$ cat config.mk
export PLATFORM = sky130hd
export DESIGN_NAME = rf_wb_arb
export DESIGN_NICKNAME = d
export VERILOG_FILES = /design/src/rtl/rf_wb_pkg.sv /design/src/rtl/wb_fifo.sv /design/src/rtl/rf_wb_arb.sv
export SDC_FILE = /design/constraint.sdc
export NUM_CORES = 1
export LEC_CHECK = 0
export BUFFER_PORTS_ARGS = -buffer_cell sky130_fd_sc_hd__buf_2
export CORE_ASPECT_RATIO = 1.2
export CORE_MARGIN = 1.5
export CORE_UTILIZATION = 35
export CTS_CLUSTER_SIZE = 12
export DETAILED_ROUTE_END_ITERATION = 12
export PLACE_DENSITY_LB_ADDON = 0.05
export SYNTH_ARGS = -nofsm -noshare
export SYNTH_HDL_FRONTEND = slang
export SYNTH_SLANG_ARGS = --single-unit
export TNS_END_PERCENT = 1
$ cat constraint.sdc
create_clock -name clk -period 13.26 [get_ports clk]
set_input_delay 0.663 -clock clk [delete_from_list [all_inputs] [get_ports clk]]
set_output_delay 0.663 -clock clk [all_outputs]
set_load 0.02 [all_outputs]
$ cat src/rtl/rf_wb_pkg.sv
// Shared widths and the write-back entry type for the register-file write-back arbiter.
package rf_wb_pkg;
  localparam int REG_AW        = 5;
  localparam int DATA_W        = 32;
  localparam int WB_FIFO_DEPTH = 2;

  typedef struct packed {
    logic [REG_AW-1:0] wa;
    logic [DATA_W-1:0] wd;
  } wb_entry_t;
endpackage

$ cat src/rtl/wb_fifo.sv
// Two-entry write-back FIFO with a fixed head slot, registered count and an
// address-match output that covers every occupied entry.
module wb_fifo
  import rf_wb_pkg::*;
(
  input  logic              clk,
  input  logic              rst,
  input  logic              push,
  input  wb_entry_t         push_data,
  input  logic              pop,
  input  logic [REG_AW-1:0] qa,
  output wb_entry_t         head,
  output logic [1:0]        count,
  output logic              hit
);
  wb_entry_t  slot0_q, slot0_d;
  wb_entry_t  slot1_q, slot1_d;
  logic [1:0] count_q, count_d;

  always_comb begin
    slot0_d = slot0_q;
    slot1_d = slot1_q;
    count_d = count_q;
    if (push && pop) begin
      // Head leaves while the new entry lands behind whatever remains.
      if (count_q == 2'd2) begin
        slot0_d = slot1_q;
        slot1_d = push_data;
      end else begin
        slot0_d = push_data;
      end
    end else if (pop) begin
      slot0_d = slot1_q;
      count_d = count_q - 2'd1;
    end else if (push) begin
      if (count_q == 2'd0) slot0_d = push_data;
      else                 slot1_d = push_data;
      count_d = count_q + 2'd1;
    end
  end

  always_ff @(posedge clk) begin
    if (rst) count_q <= 2'd0;
    else     count_q <= count_d;
  end

  always_ff @(posedge clk) begin
    slot0_q <= slot0_d;
    slot1_q <= slot1_d;
  end

  assign head  = slot0_q;
  assign count = count_q;
  assign hit   = ((count_q != 2'd0) && (slot0_q.wa == qa)) ||
                 ((count_q == 2'd2) && (slot1_q.wa == qa));
endmodule

$ cat src/rtl/rf_wb_arb.sv
// Two-requester register-file write-back arbiter: per-requester FIFOs, round-robin
// pop, registered write port. Optional hazard query enabled by RF_WB_ARB_HAZARD_EN.
module rf_wb_arb
  import rf_wb_pkg::*;
(
  input  logic              clk,
  input  logic              rst,
  input  logic              req0_valid,
  input  logic [REG_AW-1:0] req0_wa,
  input  logic [DATA_W-1:0] req0_wd,
  output logic              req0_ready,
  input  logic              req1_valid,
  input  logic [REG_AW-1:0] req1_wa,
  input  logic [DATA_W-1:0] req1_wd,
  output logic              req1_ready,
  output logic              we,
  output logic [REG_AW-1:0] wa,
  output logic [DATA_W-1:0] wd,
  output logic              busy,
  input  logic [REG_AW-1:0] qa,
  output logic              q_hit
);
  wb_entry_t         head0, head1, sel;
  logic [1:0]        count0, count1;
  logic              hit0, hit1;
  logic              push0, push1, pop0, pop1;
  logic              ne0, ne1;
  logic              ptr_q, ptr_d;
  logic              we_q, we_d;
  logic [REG_AW-1:0] wa_q, wa_d;
  logic [DATA_W-1:0] wd_q, wd_d;

  assign req0_ready = (count0 < 2'(WB_FIFO_DEPTH));
  assign req1_ready = (count1 < 2'(WB_FIFO_DEPTH));
  // Writes to x0 are swallowed at the door so they never occupy a slot.
  assign push0 = req0_valid && req0_ready && (req0_wa != '0);
  assign push1 = req1_valid && req1_ready && (req1_wa != '0);
  assign ne0   = (count0 != 2'd0);
  assign ne1   = (count1 != 2'd0);

  wb_fifo u_fifo0 (
    .clk       (clk),
    .rst       (rst),
    .push      (push0),
    .push_data ('{wa: req0_wa, wd: req0_wd}),
    .pop       (pop0),
    .qa        (qa),
    .head      (head0),
    .count     (count0),
    .hit       (hit0)
  );

  wb_fifo u_fifo1 (
    .clk       (clk),
    .rst       (rst),
    .push      (push1),
    .push_data ('{wa: req1_wa, wd: req1_wd}),
    .pop       (pop1),
    .qa        (qa),
    .head      (head1),
    .count     (count1),
    .hit       (hit1)
  );

  always_comb begin
    pop0  = 1'b0;
    pop1  = 1'b0;
    ptr_d = ptr_q;
    if (ne0 && (!ne1 || !ptr_q)) begin
      pop0  = 1'b1;
      ptr_d = 1'b1;
    end else if (ne1) begin
      pop1  = 1'b1;
      ptr_d = 1'b0;
    end
  end

  always_comb begin
    sel  = pop1 ? head1 : head0;
    we_d = pop0 || pop1;
    wa_d = we_d ? sel.wa : wa_q;
    wd_d = we_d ? sel.wd : wd_q;
  end

  always_ff @(posedge clk) begin
    if (rst) begin
      ptr_q <= 1'b0;
      we_q  <= 1'b0;
      wa_q  <= '0;
      wd_q  <= '0;
    end else begin
      ptr_q <= ptr_d;
      we_q  <= we_d;
      wa_q  <= wa_d;
      wd_q  <= wd_d;
    end
  end

  assign we   = we_q;
  assign wa   = wa_q;
  assign wd   = wd_q;
  assign busy = ne0 || ne1 || we_q;

`ifdef RF_WB_ARB_HAZARD_EN
  assign q_hit = (qa != '0) && (hit0 || hit1 || (we_q && (wa_q == qa)));
`else
  logic unused_hazard;
  assign unused_hazard = hit0 ^ hit1;
  assign q_hit = 1'b0;
`endif
endmodule

### After elaboration in Yosys (flattened, before gate mapping)

Cells that the tools add are included.

* $add $sub $neg: 4
* magnitude comparators: 2
* equal/unequal tests: 8
* muxes and demuxes: 30
* bitwise operators: 2
* reduce and logical (&&, ||, !) cells: 34

Operators with widths (count)
* $mux W37: 21
* $reduce_bool A2 Y1: 7
* $reduce_bool A3 Y1: 4
* $reduce_bool A5 Y1: 2
* $mux W2: 4
* $ne A2 B1 Y1 const B: 4
* $reduce_and A2 Y1: 4
* $reduce_and A4 Y1: 2
* $logic_and A1 B1 Y1: 7
* $mux W1: 5
* $add A2 B1 Y2 const B: 2
* $eq A2 B2 Y1 const B: 2
* $logic_not A2 Y1: 2
* $logic_or A1 B1 Y1: 4
* $lt A2 B2 Y1 const B: 2
* $ne A2 B2 Y1 const B: 2
* $sub A2 B1 Y2 const B: 2
* $logic_not A1 Y1: 2
* $not A1 Y1: 2

* bits in registers: 191
* input port bits: 83
* logic and storage cells: 94

### Longest topological paths before layout

Gate-level depths: netlist of the first run.

* depth after elaboration: 8
* gate-level depth with buffers: 9

### Hierarchy

A second synthesis of the first run with hierarchy kept.

* cell total of the unflattened synthesis: 494
* area, all modules: 8257.9 um^2

By module, submodules not included
* wb_fifo: times used 2, cells each 148, area each 3079.2 um^2, seq. area each 2262.2 um^2
* rf_wb_arb: times used 1, cells each 198, area each 2099.5 um^2, seq. area each 780.7 um^2

### Least setup slack after synthesis of the first run

OpenSTA, ideal clock, no wires.

* path kind: input -> register
* start point: input req0_wa[0]
* end point: register u_fifo0.slot1_q[0] (netlist bit) (enable)
* setup time: 0.483 ns
* arrival: 4.573 ns
* required time: 12.777 ns
* slack: 8.205 ns
* stages on the path: 7
* buffers on the path: 0
* path through: or4_1 o21ai_0 nor2_1 ha_1 nor2_1 nand3_1 o21ai_0

* word-level cells in the longest chain between the ends: 5
* elaborated cells on any way between the ends: 8
* classes of those cells: eq/ne: 3; reduce/logical: 5

Ends and longest elaborated chain
* start: declaration: RTL line rf_wb_arb.sv:9 `input logic [REG_AW-1:0] req0_wa,`
* $reduce_bool A5 Y1 (*): RTL line rf_wb_arb.sv:36 `assign push0 = req0_valid && req0_ready && (req0_wa != '0);`
* $logic_and A1 B1 Y1 (*): RTL line rf_wb_arb.sv:36
* $logic_and A1 B1 Y1: RTL line wb_fifo.sv:24 `if (push && pop) begin`
* $ne A2 B1 Y1 (no source line) (tied with other cells)
* $reduce_and A4 Y1 (no source line) (*)
* end signal: assignment: RTL line wb_fifo.sv:49 `slot1_q <= slot1_d;`
* end: declaration: RTL line wb_fifo.sv:17 `wb_entry_t slot1_q, slot1_d;`

Every way passes the cells marked *; elsewhere a longest branch is shown, timed or not.
A chain may end at the register's enable or synchronous reset.

==> results.txt, run 1 <==
The final RePlAce weighted congestion is 0.741. The final-layout setup total negative slack came out at 0 ns. The number of cell rows came out at 59.

The tightest min-delay check is of the input port to flip-flop type. The minimum clock period after layout came out at ~3.3 ns. Of all nets on the critical path, the largest fanout is 37. The number of hold-repair buffers added at the cts stage came out at 0.

The path with the worst hold slack has its endpoint at u_fifo1.slot1_q[14]. The die footprint is around 0.023 mm2. Detailed placement finished with a half-perimeter wire length of approximately 12 mm. The number of nets in the layout is 690.

The total of endpoints with negative setup slack in the final report came out at 0. The worst register-to-register path begins at u_fifo0.count[0]. Data on the critical path is required at its endpoint by ~13 ns.

The initial detailed-routing violation count is roughly 190. The endpoint identified for the worst register-to-register timing path is u_fifo0.head[27]. The total power after layout is about 2.1 mW. The placement-stage cell area came out at 0.00850 mm2. The synthesized instance count came out at between 400 and 500. The setup slack after layout is 9.91 ns. The worst hold path begins at req1_wd[14]. Relative to the synthesized area, the layout overhead comes to 17.7%. The count of unique library cells instantiated by Yosys is ~40. Of the total power, the clock network draws 0.226. The final antenna diode count is 0. The total power density per cell area is roughly 230 mW/mm2.

STA classifies the critical path endpoint as a flip-flop. During placement, the flow inserted port buffers numbering 118. The final routed DRC violation total came out at 0.

The cell area after technology mapping is 0.00768 mm2. The worst pin sits at a relative slew slack of 0.273. The mean area per synthesized cell came out at roughly 15 um2. The leakage power figure is about 3.2 nW. The source-to-sink clock delay at the later pin of the worst-skew pair is 0.42 ns. From left edge to right edge, the die measures roughly 140 um.

The flow ran to the end, and the final reports show no timing, DRC or antenna violations. The number of storage elements in the synthesis netlist came out at between 150 and 200. The switching part of the total power is 0.350.

The level count of the clock H-tree came out at 4. The number of antenna violations at the first check in global routing came out at 0. The count of antenna-violating nets left after detailed routing is 0. The worst slack at placement came out at ~9.4 ns. The number of CTS-inserted buffers came out at 17. STA puts the critical path data arrival time at between 3 and 4 ns. Once layout is complete, the utilization of the core stands at 0.418.

TritonCTS built the clock tree. The combinational power share came out at 0.312. The largest clock skew in the final design came out at between 0.005 and 0.006 ns. The final count of pins violating max slew came to 0. The standard cell core area came out at between 0.02 and 0.025 mm2. The final worst-path cycle share came out at 0.253.

Entering global routing, the biggest net connects 49 pins. The minimum hold slack came out at between 0.4 and 0.5 ns. The first-pass GRT wire length is ~27 mm. The actual transition at the worst max-transition pin came out at approximately 1.1 ns. Dividing the detail-routed wire length by the instance count gives slightly below 20 um. The total number of vias is 4479. Fill cells in the final layout number between 2000 and 2500. The total instance count after detailed placement is ~860. The final number of hold-violating endpoints came out at 0. The worst hold path depth is 1. The highest clock frequency the design can meet came out at 299 MHz. The worst register-to-register path has a setup slack of 10.16 ns. Leaving out fill and tap cells, the most frequent cell in the layout is edfxtp_1. The buffer type at the clock tree root is clkbuf_16.

Setup repair after global routing left no endpoint under its margin. The synthesis warning total came out at 0. The number of detailed-route iterations in the first pass came out at 4. Across every metal layer, demand over resource in global routing totals 0.156. The floorplan die height is ~170 um. After routing the design area is approximately 0.009 mm2. The worst setup path is launched from an input port. The number of maximum-capacitance constraint violations came out at 0. The sequential power share is 0.462. The fraction of layout cells with a size suffix above 1 came out at 0.404.

The net load switching power is 733 uW. The setup fix buffers added after clock tree synthesis is 0. The starting density of the core is 0.355. The sink count of the clock tree came out at ~190. Synthesis produced a netlist with a net count of 583.

Counting along the longest clock path gives a buffer depth of 2. The via count of the first global-routing pass is approximately 4700. The number of cells upsized or downsized after cts came out at 0. The class of the most critical setup path is input port to flip-flop.

The footprint of the flip-flops and latches came out at around 0.0053 mm2. The register area share after synthesis came out at 0.691. The detail-routed via count per cell came out at 5.03. The internal power came out at approximately 1.4 mW.

In the final layout, the multi-input gates occupy approximately 0.0022 mm2. Excluding fillers, the count of instances in the completed layout stands at 890. The worst register-to-register path has a depth of 7. The clock slew at the register clock pins of the worst setup and hold paths is approximately 0.07 ns. The aggregate global routing overflow came out at 0.

Across the VDD grid, the largest voltage drop is approximately 0.00013 V. Pin placement for this block handled 125 I/O pins. The total routed wirelength is 17.1 mm. In the layout the commonest cells are edfxtp_1 (148), buf_2 (118), mux2_2 (61), dfxtp_1 (43), nand3_1 (40).
-- cell type report --
type / count / share of cell area
sequential: 191 / 0.587
multi-input combinational: 266 / 0.244
timing repair buffer: 125 / 0.0712
clock buffer: 18 / 0.0475
tap: 274 / 0.0379
clock inverter: 14 / 0.0120
inverter: 2 / 0.000831
-- per-layer routing --
layer  track usage  wire length [um]  part of all wire  up-vias
met2         0.288              9190              0.54      106
li1              -                 -                 -     2139
met3        0.0311               714             0.042       11
met4        0.0517               195             0.011        0
met1         0.181              7020              0.41     2223
met5             0                 0                 0        -
-- how the worst max path moves through the flow --
stage,from,end,slack [ns],cells after the start
2_1_floorplan,req0_wa[0],u_fifo0.slot1_q[0],8.20,7
3_3_place_gp,req1_wa[1],u_fifo1.head[23],9.41,8
3_5_place_dp,req1_wa[1],u_fifo1.head[23],9.40,8
4_1_cts,req1_wa[1],u_fifo1.head[23],9.85,8
5_1_grt,req0_wa[0],u_fifo0.slot1_q[3],9.62,9
6_report,req1_wa[1],u_fifo1.head[23],9.91,8
-- worst max-delay path: stages --
cell and delay, ns:
buf_2 0.12, or4_1 0.50, o21ai_0 0.74, nor2_1 0.10, ha_1 0.31, o211ai_4 0.19
buf_4 0.46, mux2_2 0.42
-- registers in the layout, summed over array words and instances (netlist names) --
register	flops
u_fifo0.count	2
wa	5
u_fifo1.count	2
u_fifo0.head	37
wd	32
u_fifo1.head	37
we	1
u_fifo0.slot1_q	37
u_fifo1.slot1_q	37
ptr_q	1
-- power groups by stage --
stage          registers (mW)  clock network (mW)  logic, mW
2_1_floorplan           0.998                   0      0.457
3_3_place_gp            0.985                   0      0.659
3_5_place_dp            0.989                   0      0.665
4_1_cts                 0.976               0.490      0.668
5_1_grt                 0.987               0.512      0.718
6_report                0.968               0.474      0.654
-- cell usage after synthesis --
cell | count | area [um2]
mux2_2 | 61 | 687
nor2b_1 | 1 | 6.26
a311oi_1 | 4 | 35.0
a311oi_2 | 20 | 300
nor4_2 | 1 | 12.5
conb_1 | 1 | 3.75
edfxtp_1 | 148 | 4440
or3_1 | 1 | 6.26
o21ba_2 | 1 | 10.0
nand2_1 | 2 | 7.51
a22oi_1 | 1 | 7.51
or4_4 | 1 | 11.3
nor2_1 | 35 | 131
nand2b_1 | 4 | 25.0
nand3_1 | 40 | 200
ha_1 | 4 | 50.1
nand3b_1 | 1 | 7.51
and2_1 | 1 | 6.26
o211ai_4 | 2 | 42.5
o21ai_0 | 26 | 130
mux2_1 | 13 | 146
buf_6 | 4 | 45.0
dfxtp_1 | 43 | 861
o21bai_2 | 1 | 11.3
o21ai_2 | 1 | 8.76
o21ai_1 | 1 | 5.00
o21bai_1 | 1 | 7.51
a21oi_1 | 16 | 80.1
or2_2 | 2 | 12.5
buf_4 | 10 | 75.1
o32ai_1 | 2 | 17.5
xor2_1 | 2 | 17.5
nor3b_1 | 2 | 15.0
nor2_2 | 1 | 6.26
inv_1 | 2 | 7.51
or4_1 | 2 | 15.0
a32oi_1 | 13 | 114
buf_2 | 7 | 35.0
clkbuf_1 | 16 | 60.1
a31oi_1 | 1 | 6.26
or2_1 | 1 | 6.26
-- logic make-up (layout without fill, tap and decap cells) --
family                     count (synthesis)  after routing  share of synthesized area
AOI/OAI and AO/OA                         90             90                      0.101
xor gates and xnor gates                   2              2                    0.00228
adders and majority gates                  4              4                    0.00652
buffers and inverters                     39            159                     0.0290
DFF                                      191            191                      0.691
muxes                                     74             74                      0.109
other                                      1              1                   0.000488
and+or+nand+nor                           95             95                     0.0611
Power figures use the tool's default switching activity.
==> run 2, diff against run 1 <==
--- a/config.mk
+++ b/config.mk
@@ -5,6 +5,7 @@
 export SDC_FILE = /design/constraint.sdc
 export NUM_CORES = 1
 export LEC_CHECK = 0
+export ABC_AREA = 1
 export BUFFER_PORTS_ARGS = -buffer_cell sky130_fd_sc_hd__buf_2
 export CORE_ASPECT_RATIO = 1.2
 export CORE_MARGIN = 1.5
==> constraint.sdc (replaced) <==
create_clock -name clk -period 2.7 [get_ports clk]
set_input_delay 0.135 -clock clk [delete_from_list [all_inputs] [get_ports clk]]
set_output_delay 0.135 -clock clk [all_outputs]
set_load 0.02 [all_outputs]
==> run 2 against run 1 <==
Sequential cell count stayed put. Non-clock buffer count grew 85. Synthesized cell count is 130% higher. Global-route usage grew 1.8 points. Area after synthesis rose by 22%. Clock-buffer cell count up 2. Worst hold slack worse by 0.067 ns. Total power rose to 6.1 times the previous value. Via count is 65% higher. First-iteration DRC count rose by 130%. Critical path depth fell by 3. Critical endpoint is now wd[4]. Largest cell class unchanged.
==> results.txt, run 2 <==
Outcome: finished clean (unchanged). The element type at the critical path start was a flip-flop (was input port). The initial detailed-routing violation count is 432 (was 192). The setup slack after layout is 0.556 ns (was 9.91 ns).

The number of maximum-capacitance constraint violations is 0 (unchanged). The synthesized instance count was 1147 (was 496). RSZ-0062 raised after global routing: no (unchanged). The final number of hold-violating endpoints came out at 0 (unchanged). The post-detailed-placement half-perimeter wirelength came out at 14.6 mm (was 11.6 mm). The relative slew slack is 0.277 (was 0.273). The worst path arrival time is 2.51 ns (was 3.52 ns). The synthesized netlist net count came out at 1234 (was 583). The filler-free cell count of the finished design came out at 1661 (was 890).

The starting density of the core came out at 0.356 (was 0.355). The commonest non-fill, non-tap cell in the layout is nand2_1 (was edfxtp_1). The register area share after synthesis came to 0.565 (was 0.691). The number of stages on the worst setup path was 5 (was 8).

The minimum clock period after layout is about 2.1 ns. The most common cell in the synthesized netlist is nand2_1 (was edfxtp_1). The largest net degree at the start of global routing came out at 100 (was 49). The async set or reset register ratio after synthesis is 0 (unchanged). Top cells by area in the synthesized netlist: edfxtp_1 (47%), nand2_1 (14%), dfxtp_1 (9.2%) (was edfxtp_1 (58%), dfxtp_1 (11%), mux2_2 (8.9%)). The clock slew at the register clock pins of the worst setup and hold paths is 0.07 ns (about the same). The kind of capture point of the worst setup path is a flip-flop (unchanged). The cell area after technology mapping is 0.00938 mm2 (was 0.00768 mm2).

The mean area per synthesized cell is 8.18 um2 (was 15.5 um2). The final RePlAce weighted congestion is 0.712 (was 0.741). The first-pass GRT wire length came out at 38.0 mm (was 26.7 mm). The detail-routed via count per cell is 4.45 (was 5.03).

The largest clock skew in the final design came out at 0.0105 ns (was 0.00593 ns). The worst hold path depth was 4 (was 1). The final antenna diode count is 0 (unchanged). The number of buffers on the longest clock path came out at 2 (unchanged). The largest stage delay on the critical path came out at 0.83 ns (was 0.74 ns). List of most frequent post-synthesis cells: nand2_1 (342), inv_1 (212), edfxtp_1 (148), o21ai_0 (114), nand3_1 (92) (was edfxtp_1 (148), mux2_2 (61), dfxtp_1 (43), nand3_1 (40), nor2_1 (35)).

The number of top-level pins is 125 (unchanged). The mean routed wirelength per cell is 14.1 um (was 19.2 um). The synthesis warning total is 0 (unchanged). The critical-path maximum fanout is 25 (was 37). The standard cell core area is 0.0264 mm2 (was 0.0216 mm2). The total routed wirelength is 23.5 mm (was 17.1 mm). The total instance count after detailed placement is 1554 (was 858). The level count of the clock H-tree came out at 4 (unchanged). The cell count of the worst reg-to-reg path is 5 (was 7).

The number of storage elements in the synthesis netlist came out at 191 (unchanged). Commonest non-fill, non-tap cells in the layout: nand2_1 (340), inv_1 (210), edfxtp_1 (148), buf_2 (118), o21ai_0 (112) (was edfxtp_1 (148), buf_2 (118), mux2_2 (61), dfxtp_1 (43), nand3_1 (40)). The number of synthesized flops with an enable pin is 148 (unchanged). The die footprint is 0.0278 mm2 (was 0.0228 mm2).

The total power after layout came out at 12.8 mW (was 2.10 mW). The peak supply drop came to 0.000784 V (was 0.000129 V). The aggregate global routing overflow came out at 0 (unchanged). Sequence of cells on the critical path: nor2_4, buf_4, a21oi_2, nand2_1, o21ai_1 (was buf_2, or4_1, o21ai_0, nor2_1, ha_1, o211ai_4, buf_4, mux2_2). The final count of pins violating max slew came out at 0 (unchanged).

Based on the critical path, the design can be clocked at up to between 400 and 500 MHz. The count of unique library cells instantiated by Yosys is 24 (was 41). The actual transition at the worst max-transition pin is 1.08 ns (was 1.09 ns). The placement-stage cell area is 0.0104 mm2 (was 0.00850 mm2). The count of antenna-violating nets left after detailed routing was 0 (unchanged). The width of the die came to 152 um (was 138 um). The buffer type at the clock tree root is clkbuf_16 (unchanged).

The number of nets in the layout was 1400 (was 690). The floorplan die height is 182 um (was 165 um). The CTS tree is built (unchanged).

The number of antenna violations at the first check in global routing came to 0 (unchanged). The all-layer global routing usage is 0.174 (was 0.156). The sum of buffers and inverters on the critical path came out at 1 (was 2). The class of the most critical setup path is flip-flop to flip-flop (was input port to flip-flop).

The layout-stage area growth over the synthesis result is 24.8% (was 17.7%). The fraction of layout cells with a size suffix above 1 is 0.137 (was 0.404). The type of the tightest min-delay check is input port to flip-flop (unchanged). The sink count of the clock tree is 191 (unchanged).

The area share of the largest cell type after synthesis came out at 0.474 (was 0.579). The family of cells with the greatest summed delay on the critical path is compound AO/OA/AOI/OAI gates (unchanged). The total of endpoints with negative setup slack in the final report is 0 (unchanged).

The minimum hold slack came out at 0.356 ns (was 0.423 ns). The source-to-sink clock delay at the later pin of the worst-skew pair is 0.44 ns (was 0.42 ns). The cell at the slowest stage of the critical path is a21oi_2 (was o21ai_0).

The number of CTS-inserted buffers is 17 (unchanged). The total power density per cell area is 1100 mW/mm2 (was 232 mW/mm2). The worst slack at placement was 0.570 ns (was 9.40 ns).

The count of input and output buffers came to 118 (unchanged). Dividing the final minimum period by the clock period gives 0.794. The cell taking the most area after synthesis is edfxtp_1 (unchanged).

The post-route cell area came out at 0.0117 mm2 (was 0.00904 mm2). The via count of the first global-routing pass is 6985 (was 4731). The final routed DRC violation total came out at 0 (unchanged). The total number of vias is 7397 (was 4479). The number of cell rows is 65 (was 59). The setup fix buffers added after clock tree synthesis came to 0 (unchanged).

The leakage power figure was 5.64 nW (was 3.18 nW). The most common flop cell mapped by yosys was edfxtp_1 (unchanged). The required arrival time at the worst endpoint came out at 3.07 ns (was 13.43 ns). The number of detailed-route iterations in the first pass is 5 (was 4).
==> run 2: final timing paths <==
| kind | from | endpoint | slack [ns] |
|---|---|---|---|
| max reg2reg | u_fifo1.count[0] | wd[4] | 0.56 |
| min | req0_valid | u_fifo0.count[0] | 0.36 |
| min reg2reg | wd[2] | wd[2] | 0.45 |
| max | u_fifo1.count[0] | wd[4] | 0.56 |
==> run 2: kinds of logic after synthesis <==
kind of cell / Yosys count / synth area share
other cells: 1 / 0.000400
compound gates: 201 / 0.109
flops: 191 / 0.565
buf+inv: 277 / 0.115
simple gates: 473 / 0.204
fa+ha+maj: 4 / 0.00533
==> run 2: repair_timing <==
item / in CTS / in global routing
hold endpoints to repair: 75 / 0
hold buffers: 75 / 0
gates resized for setup: 0 / 0
==> run 2: per-layer routing <==
metal / routed length, um / track usage / share of wire
met5: 0 / 0 / 0
met4: 217 / 0.0469 / 0.0093
met3: 717 / 0.0285 / 0.031
met2: 10200 / 0.266 / 0.43
met1: 12300 / 0.254 / 0.53
==> run 2: cell type report <==
type	count	area (um2)
Clock inverter	12	114
Inverter	214	803
Clock buffer	20	437
Fill cell	2633	14600
Tap cell	335	419
Sequential cell	191	5310
Timing Repair Buffer	210	1580
Multi-Input combinational cell	679	3050
==> run 2: worst register-to-register path, cell delays in order, from the launching register on <==
cell and delay (ns):
dfxtp_1 0.49, nor2_4 0.05, buf_4 0.20, a21oi_2 0.83
nand2_1 0.31, o21ai_1 0.20
==> run 2: where the power goes <==
part	switching (mW)	internal [mW]
clock network	1.15	1.28
registers	0.476	4.78
logic	3.55	1.60
total	5.17	7.67
==> run 2: per-stage QoR <==
step           TNS [ns]   util
6_report              0  0.444
5_1_grt               0  0.444
4_1_cts               0  0.444
3_5_place_dp          0  0.395
3_3_place_gp          0  0.395
2_1_floorplan    -19.55      -
==> run 3, diff against run 2 <==
==> constraint.sdc (replaced) <==
create_clock -name clk -period 1.9 [get_ports clk]
set_input_delay 0.095 -clock clk [delete_from_list [all_inputs] [get_ports clk]]
set_output_delay 0.095 -clock clk [all_outputs]
set_load 0.02 [all_outputs]
==> run 3 against run 2 <==
Sequential cell count unchanged. Cell count up 1.1%. Non-clock buffer count grew 19. Register-to-register slack lost 0.52 ns. First-iteration DRC count is 1.2% lower. Sequential power is 42% higher. Sequential share of layout area down 1.4 points. Die area unchanged. Global-route usage grew 0.31 points. Clock power increased by 52%. Design area grew 3.5%. Worst setup slack worse by 0.52 ns. Critical path type is now input port to flip-flop. Largest power group is now combinational cells.
==> results.txt, run 3 (synthesis gave the netlist of run 2 again) <==
The fraction of met1 tracks used by global routing came out at 0.254 (about the same). The total power density per cell area is 1590 mW/mm2 (was 1100 mW/mm2). The core utilization of the finished layout is 0.460 (was 0.444). The standard cell core area is 0.0264 mm2 (unchanged).

The number of antenna violations at the first check in global routing is 0 (unchanged). The cell count of the worst reg-to-reg path came to 10 (was 5). The actual transition at the worst max-transition pin is 0.652 ns (was 1.08 ns). The layer carrying the most global-route usage was met2 (unchanged). The first-pass GRT wire length came to 38.8 mm (was 38.0 mm). The class of the most critical setup path is input port to flip-flop (was flip-flop to flip-flop). The count of input and output buffers is 118 (unchanged). The number of maximum-capacitance constraint violations is 0 (unchanged). The sink count of the clock tree came to 191 (unchanged). The worst path arrival time is 2.00 ns (was 2.51 ns). The total instance count after detailed placement came to 1568 (was 1554). The source-to-sink clock delay at the later pin of the worst-skew pair was 0.43 ns (was 0.44 ns).

The minimum hold slack came to 0.123 ns (was 0.356 ns). RSZ-0062 raised after global routing: yes (was no). The critical-path maximum fanout came out at 16 (was 25). The width of the die is 152 um (unchanged). The detail-routed via count per cell came out at 4.54 (was 4.45). The count of antenna-violating nets left after detailed routing is 0 (unchanged).

The largest net degree at the start of global routing is 75 (was 100). The worst hold path depth came out at 4 (unchanged). The total of endpoints with negative setup slack in the final report came out at 0 (unchanged).

The initial detailed-routing violation count came out at 427 (was 432). The mean routed wirelength per cell came out at 14.8 um (was 14.1 um). The starting density of the core came out at 0.356 (unchanged). The die footprint is 0.0278 mm2 (unchanged). The commonest non-fill, non-tap cell in the layout is nand2_1 (unchanged). The kind of capture point of the worst setup path is a flip-flop (unchanged). The final antenna diode count is 0 (unchanged).

The number of top-level pins came to 125 (unchanged). The final routed DRC violation total is 0 (unchanged). The final count of pins violating max slew is 0 (unchanged). The number of detailed-route iterations in the first pass came to 6 (was 5).

The largest clock skew in the final design is 0.0151 ns (was 0.0105 ns). The via count of the first global-routing pass came out at 7232 (was 6985). The leakage power figure is 5.81 nW (was 5.64 nW).

The aggregate global routing overflow is 0 (unchanged). The final-layout setup total negative slack is 0 ns (unchanged). The highest clock frequency the design can meet came out at between 500 and 600 MHz. The fraction of layout cells with a size suffix above 1 is 0.160 (was 0.137).

The final RePlAce weighted congestion came out at 0.746 (was 0.712). The number of cell rows is 65 (unchanged). The type of the tightest min-delay check was input port to flip-flop (unchanged). Outcome: finished clean (unchanged). The element type at the critical path start is an input port (was flip-flop). The total number of vias is 7629 (was 7397). The total routed wirelength came out at 24.9 mm (was 23.5 mm). The required arrival time at the worst endpoint is 2.04 ns (was 3.07 ns). The CTS tree is built (unchanged).

The filler-free cell count of the finished design was 1680 (was 1661). The clock slew at the register clock pins of the worst setup and hold paths was 0.07 ns (about the same). The floorplan die height is 182 um (unchanged). The peak supply drop came out at 0.000733 V (was 0.000784 V).

The number of CTS-inserted buffers is 17 (unchanged). The level count of the clock H-tree is 4 (unchanged). The final number of hold-violating endpoints came to 0 (unchanged).

In the finished design, the share of the clock period the worst path needs comes to 0.979. The minimum clock period after layout came out at 1.86 ns. The layout-stage area growth over the synthesis result is 29.1% (was 24.8%).

The all-layer global routing usage came out at 0.177 (was 0.174). The buffer type at the clock tree root was clkbuf_16 (unchanged). The met2 layer usage reported by global route is 0.277 (was 0.266).

The number of nets in the layout is 1419 (was 1400). The met3 track demand over resource in global routing came to 0.0290 (was 0.0285). The relative slew slack came out at 0.565 (was 0.277). Commonest non-fill, non-tap cells in the layout: nand2_1 (340), inv_1 (208), edfxtp_1 (148), buf_2 (118), o21ai_0 (110) (was nand2_1 (340), inv_1 (210), edfxtp_1 (148), buf_2 (118), o21ai_0 (112)). The number of buffers on the longest clock path was 2 (unchanged).

The post-detailed-placement half-perimeter wirelength came to 15.3 mm (was 14.6 mm).
==> run 3: cell count changes in the layout (fill, tap and decap cells not counted), sizes merged <==
cell	before	now
buf	135	151
clkbuf	20	24
bufinv	1	3
clkinv	8	6
inv	216	214
clkinvlp	1	2
==> run 3: critical path, stage by stage <==
cell,delay [ns]
dlygate4sd3_1,0.54
buf_2,0.13
inv_1,0.09
nand4_1,0.16
nand3_2,0.12
inv_1,0.07
ha_4,0.17
inv_6,0.11
o21ai_4,0.07
a21oi_4,0.14
buf_12,0.14
buf_12,0.16
==> run 3: layout make-up <==
type	instances	area (um2)
fill	2641	14200
timing repair buffer	229	1860
tap	335	419
sequential	191	5320
inverter	214	811
clock buffer	21	450
clock inverter	11	143
multi-input combinational	679	3120
==> run 3: routing by layer <==
metal	wire length, um	up-vias
li1	-	4010
met1	12600	3463
met2	11300	142
met3	857	14
met4	193	0
met5	0	-
==> run 3: metrics by stage <==
| step | cell area, um2 | setup slack [ns] | power [mW] |
|---|---|---|---|
| global placement | 10700 | 0.0213 | 15.3 |
| finish | 12100 | 0.0399 | 19.3 |
| floorplan | 9540 | -0.574 | 12.6 |
| CTS | 12000 | 0.00301 | 19.3 |
| detailed placement | 10700 | 0.0111 | 15.3 |
| global route | 12100 | -0.0383 | 20.8 |
==> run 3: final timing paths <==
| path | to | from | slack, ns |
|---|---|---|---|
| worst max-delay path | u_fifo0.slot1_q[10] | req0_wa[4] | 0.04 |
| worst min-delay path | u_fifo0.count[0] | req0_valid | 0.12 |
| worst max register to register | u_fifo0.slot1_q[10] | u_fifo0.count[0] | 0.04 |
| worst min register to register | wd[14] | wd[14] | 0.45 |
==> run 3: report_power, final <==
part,switching [mW],leakage (nW),internal [mW]
clock,1.59,0.287,2.10
combinational,5.35,3.77,2.76
sequential,0.645,1.76,6.81
total,7.58,5.81,11.7
==> run 3: what timing repair did <==
item,4_1_cts,5_1_grt
endpoints found under the hold margin,75,0
hold buffers,75,0
gates resized for setup,0,9
setup buffers,0,1
setup endpoints to repair,0,147
